$ cat config.mk
export PLATFORM = sky130hd
export DESIGN_NAME = mem_access_ctrl
export DESIGN_NICKNAME = d
export VERILOG_FILES = /design/src/rtl/mem_access_pkg.sv /design/src/rtl/mem_load_merge.sv /design/src/rtl/mem_access_ctrl.sv
export SDC_FILE = /design/constraint.sdc
export NUM_CORES = 1
export LEC_CHECK = 0
export ABC_AREA = 1
export CORE_UTILIZATION = 43
export CTS_BUF_LIST = sky130_fd_sc_hd__clkbuf_4
export DETAILED_ROUTE_END_ITERATION = 10
export GPL_TIMING_DRIVEN = 0
export MAX_ROUTING_LAYER = met4
export PLACE_DENSITY = 0.86
export SYNTH_ARGS = -nofsm -noshare
export SYNTH_HDL_FRONTEND = slang
export SYNTH_SLANG_ARGS = --single-unit
$ cat constraint.sdc
create_clock -name clk -period 4.1 [get_ports clk]
set_clock_uncertainty 0.2 [all_clocks]
set_input_delay 0.41 -clock clk [delete_from_list [all_inputs] [get_ports clk]]
set_output_delay 0.41 -clock clk [all_outputs]
set_load 0.03 [all_outputs]
$ cat src/rtl/mem_access_pkg.sv
// mem_access_pkg: shared constants, state enum and funct3 decode for mem_access_ctrl.
// Holds funct3 codes, RAM ram_type codes, exception codes and the FSM state type.
package mem_access_pkg;

    localparam logic [2:0] LB  = 3'b000;
    localparam logic [2:0] LH  = 3'b001;
    localparam logic [2:0] LW  = 3'b010;
    localparam logic [2:0] LBU = 3'b100;
    localparam logic [2:0] LHU = 3'b101;
    localparam logic [2:0] SB  = 3'b000;
    localparam logic [2:0] SH  = 3'b001;
    localparam logic [2:0] SW  = 3'b010;

    localparam logic [3:0] RT_NONE = 4'b0000;
    localparam logic [3:0] RT_BYTE = 4'b0001;
    localparam logic [3:0] RT_HALF = 4'b0011;
    localparam logic [3:0] RT_WORD = 4'b1111;

    localparam logic [1:0] EXC_NONE     = 2'b00;
    localparam logic [1:0] EXC_MISALIGN = 2'b01;
    localparam logic [1:0] EXC_ILLEGAL  = 2'b10;

    typedef enum logic [1:0] {
        IDLE,
        ACCESS,
        CAPTURE,
        RESP
    } state_t;

    // Access width from load funct3; RT_NONE marks an undefined encoding.
    function automatic logic [3:0] f3_to_type(input logic [2:0] f3);
        case (f3)
            LB, LBU: return RT_BYTE;
            LH, LHU: return RT_HALF;
            LW:      return RT_WORD;
            default: return RT_NONE;
        endcase
    endfunction

endpackage

$ cat src/rtl/mem_load_merge.sv
// mem_load_merge: byte-lane merge and final sign/zero extension for split loads.
// Ports: i_acc assembled bytes, i_byte new byte, i_k lane, i_half (N=2),
//        i_sign extend request; o_merged lane-updated word, o_final extended word.
module mem_load_merge (
    input  logic [31:0] i_acc,
    input  logic [7:0]  i_byte,
    input  logic [1:0]  i_k,
    input  logic        i_half,
    input  logic        i_sign,
    output logic [31:0] o_merged,
    output logic [31:0] o_final
);

    always_comb begin
        o_merged = i_acc;
        o_merged[8*i_k +: 8] = i_byte;
        o_final = o_merged;
        if (i_half) begin
            o_final[31:16] = {16{i_sign & o_merged[15]}};
        end
    end

endmodule

$ cat src/rtl/mem_access_ctrl.sv
// mem_access_ctrl: load/store sequencer in front of the data RAM.
// Ports: i_req_* request handshake from execute, o_resp_* response to writeback,
//        ram_* / sign / data_reg / i_ram_misaligned to and from the RAM.
// Macro MEM_MISALIGN_SPLIT_EN: split misaligned half/word accesses into bytes.
module mem_access_ctrl
    import mem_access_pkg::*;
#(
    parameter int AW = 32,
    parameter int DW = 32
) (
    input  logic          clk,
    input  logic          rst,
    input  logic          i_req_valid,
    output logic          o_req_ready,
    input  logic          i_req_we,
    input  logic [2:0]    i_req_funct3,
    input  logic [AW-1:0] i_req_addr,
    input  logic [DW-1:0] i_req_wdata,
    input  logic [4:0]    i_req_rd,
    output logic          o_resp_valid,
    input  logic          i_resp_ready,
    output logic [DW-1:0] o_resp_rdata,
    output logic [4:0]    o_resp_rd,
    output logic [1:0]    o_resp_exc,
    output logic [AW-1:0] ram_addr,
    output logic [DW-1:0] ram_wdat,
    output logic          ram_we,
    output logic          ram_re,
    output logic [3:0]    ram_type,
    output logic          sign,
    input  logic [DW-1:0] data_reg,
    input  logic          i_ram_misaligned
);

`ifdef MEM_MISALIGN_SPLIT_EN
    localparam bit SPLIT_ON = 1'b1;
`else
    localparam bit SPLIT_ON = 1'b0;
`endif

    state_t        r_state;
    state_t        w_next;
    logic          r_we;
    logic          r_uns;
    logic [AW-1:0] r_addr;
    logic [DW-1:0] r_wdata;
    logic [DW-1:0] r_rdata;
    logic [4:0]    r_rd;
    logic [1:0]    r_exc;
    logic [3:0]    r_type;

    logic          w_acc;
    logic          w_illegal;
    logic          w_misal;
    logic          w_more;
    logic [3:0]    w_type;
    logic [DW-1:0] w_load;

    assign w_acc  = i_req_valid && (r_state == IDLE);
    assign w_type = f3_to_type(i_req_funct3);
    assign w_illegal = i_req_we ? !(i_req_funct3 inside {SB, SH, SW})
                                : (w_type == RT_NONE);
    assign w_misal = ((w_type == RT_HALF) && i_req_addr[0]) ||
                     ((w_type == RT_WORD) && (i_req_addr[1:0] != 2'b00));

`ifdef MEM_MISALIGN_SPLIT_EN
    logic          r_split;
    logic [1:0]    r_k;
    logic [1:0]    r_last;
    logic [DW-1:0] w_merged;
    logic [DW-1:0] w_final;

    // More byte accesses remain after the current lane.
    assign w_more = r_split && (r_k != r_last);

    mem_load_merge u_merge (
        .i_acc    (r_rdata),
        .i_byte   (data_reg[7:0]),
        .i_k      (r_k),
        .i_half   (r_last == 2'd1),
        .i_sign   (~r_uns),
        .o_merged (w_merged),
        .o_final  (w_final)
    );

    assign w_load = !r_split ? data_reg : (w_more ? w_merged : w_final);
`else
    assign w_more = 1'b0;
    assign w_load = data_reg;
`endif

    always_comb begin
        w_next = r_state;
        unique case (r_state)
            IDLE: begin
                if (w_acc) begin
                    if (w_illegal || (w_misal && !SPLIT_ON)) w_next = RESP;
                    else                                     w_next = ACCESS;
                end
            end
            ACCESS: begin
                if (!r_we)       w_next = CAPTURE;
                else if (w_more) w_next = ACCESS;
                else             w_next = RESP;
            end
            CAPTURE: w_next = w_more ? ACCESS : RESP;
            RESP:    if (i_resp_ready) w_next = IDLE;
            default: w_next = IDLE;
        endcase
    end

    // RAM strobes decode from state only, so reset kills them at once.
    always_comb begin
        o_req_ready  = (r_state == IDLE);
        o_resp_valid = (r_state == RESP);
        ram_addr = '0;
        ram_wdat = '0;
        ram_we   = 1'b0;
        ram_re   = 1'b0;
        ram_type = RT_NONE;
        sign     = 1'b0;
        if (r_state == ACCESS) begin
            ram_we   = r_we;
            ram_re   = !r_we;
            ram_addr = r_addr;
            ram_wdat = r_we ? r_wdata : '0;
            ram_type = r_type;
            sign     = ~r_uns;
`ifdef MEM_MISALIGN_SPLIT_EN
            if (r_split) begin
                ram_addr = r_addr + AW'(r_k);
                ram_wdat = r_we ? {24'b0, r_wdata[8*r_k +: 8]} : '0;
                ram_type = RT_BYTE;
                sign     = 1'b0;
            end
`endif
        end
    end

    always_ff @(posedge clk or posedge rst) begin
        if (rst) begin
            r_state <= IDLE;
            r_we    <= 1'b0;
            r_uns   <= 1'b0;
            r_addr  <= '0;
            r_wdata <= '0;
            r_rdata <= '0;
            r_rd    <= '0;
            r_exc   <= EXC_NONE;
            r_type  <= RT_NONE;
`ifdef MEM_MISALIGN_SPLIT_EN
            r_split <= 1'b0;
            r_k     <= '0;
            r_last  <= '0;
`endif
        end else begin
            r_state <= w_next;
            if (w_acc) begin
                r_we    <= i_req_we;
                r_uns   <= i_req_funct3[2];
                r_addr  <= i_req_addr;
                r_wdata <= i_req_wdata;
                r_rd    <= i_req_rd;
                r_type  <= w_type;
                r_rdata <= '0;
                if (w_illegal)                     r_exc <= EXC_ILLEGAL;
                else if (w_misal && !SPLIT_ON)     r_exc <= EXC_MISALIGN;
                else                               r_exc <= EXC_NONE;
`ifdef MEM_MISALIGN_SPLIT_EN
                r_split <= w_misal && !w_illegal;
                r_k     <= '0;
                r_last  <= (w_type == RT_HALF) ? 2'd1 : 2'd3;
`endif
            end
            if (r_state == ACCESS) begin
                if (i_ram_misaligned) r_exc <= EXC_MISALIGN;
`ifdef MEM_MISALIGN_SPLIT_EN
                if (r_we && w_more) r_k <= r_k + 2'd1;
`endif
            end
            if (r_state == CAPTURE) begin
                // A RAM misalign flag seen during ACCESS voids the data.
                r_rdata <= (r_exc != EXC_NONE) ? '0 : w_load;
`ifdef MEM_MISALIGN_SPLIT_EN
                if (w_more) r_k <= r_k + 2'd1;
`endif
            end
        end
    end

    assign o_resp_rdata = r_rdata;
    assign o_resp_rd    = r_rd;
    assign o_resp_exc   = r_exc;

endmodule
After elaboration in Yosys (flattened, before gate mapping)
Cells that the tools add are included.
{"block": "word_totals", "ff_bits": 111, "latch_bits": 0, "ramBits": 0, "romBits": 0, "out_inout_bits": 112, "wordCells": 60, "n_memories": 0}
{"block": "classes", "n_addsub": 0, "n_mul": 0, "n_div": 0, "magnitude_cmp": 0, "n_eq_ne": 11, "shifts": 0, "n_mux": 22, "bitwise_logic": 1, "n_reduce_logical": 17}
{"cell": "32-bit two-way mux", "count": 6}
{"cell": "2-bit two-way mux", "count": 7}
{"cell": "4-bit case mux with 3 select lines", "count": 1}
{"cell": "2-bit case mux with 4 select lines", "count": 1}
{"cell": "3-bit == test, second input constant", "count": 2}
{"cell": "1-bit two-way mux", "count": 6}
{"cell": "2-bit nonzero test", "count": 3}
{"cell": "2-bit == test, second input constant", "count": 2}
{"cell": "4-bit by 2-bit == test with 1-bit output, second input constant", "count": 1}
{"cell": "4-bit == test, second input constant", "count": 1}
{"cell": "4-bit zero test", "count": 1}
{"cell": "4-bit two-way mux", "count": 1}
{"cell": "2-bit by 1-bit inequality test with 1-bit output, second input constant", "count": 2}
{"cell": "2-bit OR reduction", "count": 2}
{"cell": "3-bit by 1-bit == test with 1-bit output, second input constant", "count": 1}
{"cell": "3-bit by 2-bit == test with 1-bit output, second input constant", "count": 1}
{"cell": "1-bit logical AND", "count": 3}
{"cell": "3-bit zero test", "count": 1}
{"cell": "3-bit nonzero test", "count": 1}
{"cell": "2-bit by 1-bit == test with 1-bit output, second input constant", "count": 1}
{"cell": "1-bit zero test", "count": 2}
{"cell": "2-bit zero test", "count": 1}
{"cell": "1-bit logical OR", "count": 2}
{"cell": "2-bit AND reduction", "count": 1}
{"cell": "1-bit NOT", "count": 1}

Depth between registers and ports, before layout
Gate-level depths: netlist of the first run.
{"block": "logic_depth", "ltp_word": 11, "ltp_mapped": 9, "depth_no_buf": 8}

Worst setup path after synthesis of the first run
Ideal clock, no wire load.
{"block": "synth_timing", "path_kind": "flip-flop to output port", "startpoint": "register r_state[1]", "endpoint": "output port ram_wdat[10]", "arrival_time_ns": 1.470, "path_slack_ns": 2.020, "stages_incl_launch_ff": 7, "path_buffers": 2, "path_cell_list": "dfrtp_1 > inv_1 > ha_1 > buf_2 > nand2_1 > buf_2 > nor2_1"}
{"block": "synth_between", "elab_chain_len": 2}
{"element": "start: declaration", "line": "mem_access_ctrl.sv:41", "source": "state_t r_state;"}
{"element": "start signal: assignment", "line": "mem_access_ctrl.sv:157", "source": "r_state <= w_next;"}
{"element": "2-bit by 1-bit == test with 1-bit output", "line": "mem_access_ctrl.sv:122", "source": "if (r_state == ACCESS) begin"}
{"element": "32-bit two-way mux", "line": "mem_access_ctrl.sv:122"}
{"element": "end: declaration", "line": "mem_access_ctrl.sv:26", "source": "output logic [DW-1:0] ram_wdat,"}
No other way between the ends.

Final worst setup path of the first run
{"block": "layout_timing", "startpoint": "register r_state[1]", "endpoint": "output port ram_wdat[11]"}
Same word-level chain as after synthesis.

==> results of run 1 <==
[logic make-up after synthesis]
group	Yosys count	synth area share (%)
flops	110	55.0
buf+inv	148	12.4
compound gates	74	9.73
fa+ha+maj	4	1.00
simple gates	277	21.8
[registers in the layout (all words and copies together) (netlist names)]
| register | flops |
|---|---|
| r_type | 3 |
| r_wdata | 32 |
| o_resp_rdata | 32 |
| o_resp_rd | 5 |
| r_state | 2 |
| r_addr | 32 |
| r_we | 1 |
| r_uns | 1 |
| o_resp_exc | 2 |
[synth_stat cells (all sizes together)]
master    n
a21oi     1
a31oi     1
buf      24
clkbuf   10
dfrtp   110
ha        4
inv     114
nand2   198
nand3    36
nor2     41
o21ai    70
o22ai     2
or2       2
[power by group through the flow]
| stage | Clock (uW) | Sequential (uW) | Combinational [uW] |
|---|---|---|---|
| floorplan | 0 | 2140 | 1500 |
| global placement | 0 | 1820 | 2860 |
| detailed placement | 0 | 1840 | 2910 |
| CTS | 467 | 1820 | 2920 |
| global route | 508 | 1880 | 3160 |
| finish | 454 | 1820 | 2890 |
[worst paths after layout]
| path | startpoint | endpoint | depth (start not counted) | slack, ns |
|---|---|---|---|---|
| hold / removal | rst | o_resp_rdata[28] | 2 | 0.19 |
| setup / recovery | r_state[1] | ram_wdat[11] | 7 | 0.84 |
| max in group asynchronous | rst | r_addr[22] | 3 | 2.78 |
| min in group clk | i_req_addr[24] | r_addr[24] | 3 | 0.28 |
| setup reg to reg | r_state[0] | r_wdata[14] | 6 | 2.17 |
| hold reg to reg | r_addr[2] | r_addr[2] | 2 | 0.30 |
[metrics by stage]
| stage | power, uW | setup slack, ns | setup TNS, ns | area [um^2] | hold WS (ns) |
|---|---|---|---|---|---|
| detailed placement | 4750 | 1.29 | 0 | 7420 | 0.265 |
| finish | 5160 | 0.841 | 0 | 7520 | 0.192 |
| floorplan | 3640 | 0.588 | 0 | 5000 | 0.249 |
| CTS | 5210 | 0.751 | 0 | 7520 | 0.200 |
| global route | 5550 | 0.628 | 0 | 7520 | 0.241 |
| global placement | 4680 | -0.993 | -108.73 | 7390 | 0.262 |
[placed cells by master (no fill, tap or decap), drive strengths merged]
cell / netlist / final
clkdlybuf4s50: 0 / 221
nand2: 198 / 198
inv: 114 / 114
dfrtp: 110 / 110
o21ai: 70 / 70
nor2: 41 / 41
nand3: 36 / 36
buf: 24 / 25
clkbuf: 10 / 19
clkinv: 0 / 7
ha: 4 / 4
o22ai: 2 / 2
or2: 2 / 2
a31oi: 1 / 1
a21oi: 1 / 1
[cell type report]
cell class | instances | share of cell area (%)
Clock buffer | 9 | 0.898
Tap cell | 143 | 2.38
Inverter | 114 | 5.72
Multi-Input combinational cell | 355 | 21.7
Clock inverter | 7 | 0.416
Buffer | 34 | 2.56
Sequential cell | 110 | 36.6
Timing Repair Buffer | 222 | 29.8
[per-layer routing]
layer / vias to the layer above / track usage (%)
met4: 0 / 6.10
met3: 17 / 5.63
li1: 2289 / -
met1: 2112 / 27.3
met2: 164 / 35.6
met5: - / -
[critical path, stage by stage, from the launching register on]
cell,delay (ns)
dfrtp_1,0.46
inv_1,0.10
ha_1,0.13
buf_2,0.21
nand2_1,0.23
buf_2,0.26
nor2_1,0.13
clkdlybuf4s50_1,0.69
==> results.json, run 1 <==
{
  "status": "finished clean",
  "dp_hpwl_mm": 9.68,
  "ys_top_cells_by_area": "dfrtp_1 55%, nand2_1 15%, inv_1 8.5%, o21ai_2 5.3%, o21ai_0 3.8%",
  "yosys.area.top_type_share_pct": 55.0,
  "htreeDepth": 3,
  "highest_layer": "met4",
  "ctsHoldBuffers": 0,
  "dp_cells": 978,
  "core_um2": 11400,
  "worstMarginPinSlew_ns": 0.641,
  "grt_use_total_pct": 22.0,
  "synth.avg_cell_area_um2": 8.16,
  "max_freq_ghz": 0.307,
  "grt_pass1_wl_mm": 19.8,
  "cts_buffers": 9,
  "finalHoldViolCount": 0,
  "layout-drive-gt1-share_pct": 8.11,
  "cts.path.max_buffers": 2,
  "p_leak_uw": 0.00372,
  "setup_viol": 0,
  "cp-start-kind": "flip-flop",
  "power_frac_clock_pct": 8.8,
  "multi_input_area_um2": 1630,
  "remaining_drc_errors": 0,
  "p_int_uw": 2820,
  "grt_max_degree": 61,
  "num_antenna_cells": 0,
  "first_pass_iters": 4,
  "viasPerCell": 4.61,
  "clkTransAtPathRegs_ns": 0.17,
  "cellPowerDensity_nw_per_um2": 686,
  "dieArea_um2": 12100,
  "cts_tree": "done",
  "cts_setup_buffers": 0,
  "synth_cell_types": 20,
  "die-width_um": 110,
  "path_max_fanout": 10,
  "cap_violations": 0,
  "num_vias": 4582,
  "seq_area_um2": 2750,
  "area.growth.synth_to_final_pct": 50.4,
  "setup.worst_path.class": "reg -> out",
  "fin_util_pct": 66.2,
  "min_path_type": "in -> async",
  "dr_wl_met3_um": 926,
  "swShare_pct": 45.3,
  "ios": 222,
  "cts-root-buf": "clkbuf_4",
  "synth-seq-area-share_pct": 55.0,
  "ir_worst_vdd_mv": 0.394,
  "postSynthRegisterBits": 110,
  "routed_wl_mm": 12.9,
  "gp_congestion": 0.791,
  "portBuffers": 221,
  "antenna_found_initial": 0,
  "switching_power_uw": 2340,
  "syn-num-nets": 727,
  "cts_resized": 0,
  "start_util_pct": 44.0,
  "fillers": 932,
  "syn_area_um2": 5000,
  "wl_met1_mm": 5.57,
  "route.met2.wl_mm": 6.23,
  "critPathCaptureType": "primary output",
  "num_rows": 39,
  "finalNonFillerCells": 994,
  "wire_per_inst_um": 13.0,
  "pwr-share-seq_pct": 35.2,
  "slew_headroom_pct": 57.2,
  "synth_top_cell_by_area": "dfrtp_1",
  "arrival_ns": 2.65,
  "clk_latency_ns": 0.43,
  "fin_nets": 960,
  "drv_slew": 0,
  "syn_inst": 613,
  "required_ns": 3.49,
  "finalCriticalPeriod_ns": 3.26,
  "grt_overflow": 0,
  "period_share_pct": 79.5,
  "power_frac_comb_pct": 56.0,
  "rsz0062_at_grt": "no",
  "dieHeight_um": 110,
  "drt_iter0_drc": 260,
  "cts.sinks": 110,
  "final_antenna_net_count": 0,
  "yosys_warnings": 0,
  "grt_pass1_vias": 4217
}
Power figures use the tool's default switching activity.
==> run 2: changes to the inputs <==
CORE_UTILIZATION = 39   (was 43)
PLACE_DENSITY = 0.82   (was 0.86)
clock period = 2.8 ns   (was 4.1 ns; I/O delays follow)
==> run 2 against run 1 <==
Die area is 10% higher. First-iteration DRC count decreased by 29%. Clock power up 47%. Register-to-register slack worse by 1.3 ns. Utilization is 6.0 points lower. Sequential power rose by 46%. Setup slack worse by 0.65 ns. Routed wire length increased by 2.7%. Combinational power up 43%. Power up 44%. Hold slack worse by 0.11 ns. Non-clock buffer count grew 1. Largest cell class unchanged. Largest power group unchanged.
==> results.json, run 2 (same netlist as run 1, synthesis figures left out) <==
{
  "status": "finished clean",
  "clkTransAtPathRegs_ns": 0.15,
  "finalCriticalPeriod_ns": 2.61,
  "ff2ff_setup_slack_ns": 0.90,
  "dp_hpwl_mm": 10.0,
  "grt_pass1_vias": 4327,
  "num_antenna_cells": 0,
  "place_ws_ns": 0.120,
  "r2r-start": "r_state[0]",
  "slew_headroom_pct": 50.7,
  "cts_tree": "done",
  "antenna_found_initial": 0,
  "htreeDepth": 3,
  "portBuffers": 221,
  "die-width_um": 115,
  "first_pass_iters": 4,
  "path_max_fanout": 10,
  "fillers": 1136,
  "ir_worst_vdd_mv": 0.352,
  "viasPerCell": 4.41,
  "dp_cells": 1008,
  "p_leak_uw": 0.00392,
  "dieArea_um2": 13300,
  "clk_latency_ns": 0.44,
  "required_ns": 2.32,
  "core_um2": 12600,
  "cap_violations": 0,
  "period_share_pct": 93.1,
  "arrival_ns": 2.13,
  "fin_nets": 961,
  "fin_util_pct": 60.2,
  "r2r-end": "r_wdata[11]",
  "setup.worst_path.class": "reg -> out",
  "cts_buffers": 9,
  "area.growth.synth_to_final_pct": 51.3,
  "rsz0062_at_grt": "no",
  "grt_max_degree": 43,
  "finalNonFillerCells": 1023,
  "wire_per_inst_um": 13.0,
  "dieHeight_um": 115,
  "cts.sinks": 110,
  "layout-drive-gt1-share_pct": 12.0,
  "setup_viol": 0,
  "routed_wl_mm": 13.3,
  "cts-root-buf": "clkbuf_4",
  "critPathCaptureType": "primary output",
  "worst_slack_ns": 0.193,
  "max_freq_ghz": 0.384,
  "cp-start-kind": "flip-flop",
  "holdWs_ns": 0.0855,
  "cts.path.max_buffers": 2,
  "final_antenna_net_count": 0,
  "num_vias": 4509,
  "min_path_type": "in -> async",
  "layout_commonest_cell": "nand2_1",
  "drt_iter0_drc": 184,
  "ios": 222,
  "gp_congestion": 0.763,
  "cts_setup_buffers": 0,
  "finalHoldViolCount": 0,
  "grt_overflow": 0,
  "num_rows": 41,
  "grt_use_total_pct": 20.8,
  "final_cell_mix": "197 x nand2_1, 154 x clkdlybuf4s50_1, 112 x inv_1",
  "worstRegToRegCells": 8,
  "worstMarginPinSlew_ns": 0.738,
  "remaining_drc_errors": 0,
  "cellPowerDensity_nw_per_um2": 985,
  "drv_slew": 0,
  "grt_pass1_wl_mm": 20.7,
  "start_util_pct": 39.8
}
## run 2: cell count changes in the layout (fill, tap and decap cells not counted), moves of 4 or more
cell	previous run	this run
clkdlybuf4s15_2	0	28
clkdlybuf4s50_1	221	154
clkinv_2	4	0
dlygate4sd2_1	0	36
## run 2: cell type report
cell class | count | area [um^2] | share of cell area [%]
Multi-Input combinational cell | 355 | 1630 | 21.6
Inverter | 114 | 432 | 5.70
Timing Repair Buffer | 223 | 2240 | 29.6
Buffer | 34 | 199 | 2.63
Sequential cell | 110 | 2750 | 36.4
Clock buffer | 11 | 82.6 | 1.09
Clock inverter | 4 | 15.0 | 0.198
Tap cell | 172 | 215 | 2.84
## run 2: worst max-delay path by stage
stage / startpoint / to / depth (start not counted)
2_1_floorplan: r_state[1] / ram_wdat[10] / 6
3_3_place_gp: rst / r_wdata[25] / 2
3_5_place_dp: r_state[1] / ram_wdat[17] / 7
4_1_cts: r_state[1] / ram_type[2] / 6
5_1_grt: r_state[1] / ram_wdat[17] / 7
6_report: r_state[1] / ram_type[1] / 6
## run 2: what timing repair did
item                                    CTS  global route
hold endpoints to repair                  0             0
resized for setup                       130             5
endpoints found under the setup margin   66            29
hold buffers                              0             0
## run 2: metrics by stage
| stage | instance area [um^2] | setup TNS [ns] | total power [uW] |
|---|---|---|---|
| 2_1_floorplan | 5010 | 0 | 5330 |
| 3_3_place_gp | 7430 | -14.19 | 6860 |
| 3_5_place_dp | 7470 | 0 | 6960 |
| 4_1_cts | 7570 | 0 | 7530 |
| 5_1_grt | 7570 | 0 | 8040 |
| 6_report | 7570 | 0 | 7450 |
## run 2: power by group
group          internal, uW  leakage (uW)  switching, uW  total (uW)
logic                  1540       0.00246           2580        4120
registers              2320       0.00140            342        2660
clock network           189     0.0000569            478         667
total                  4050       0.00392           3400        7450
## run 2: worst max-delay path: stages (launching register included)
cell	delay, ns
dfrtp_1	0.45
inv_1	0.10
ha_1	0.14
clkbuf_4	0.20
nand2_1	0.07
inv_1	0.05
clkdlybuf4s50_1	0.69
## run 2: per-layer routing
layer	GRT usage, %	up-vias	share of wire [%]
met5	-	-	0
met4	5.19	0	1.2
met3	5.06	12	6.5
met2	35.1	148	49
met1	24.9	2060	43
li1	-	2289	-
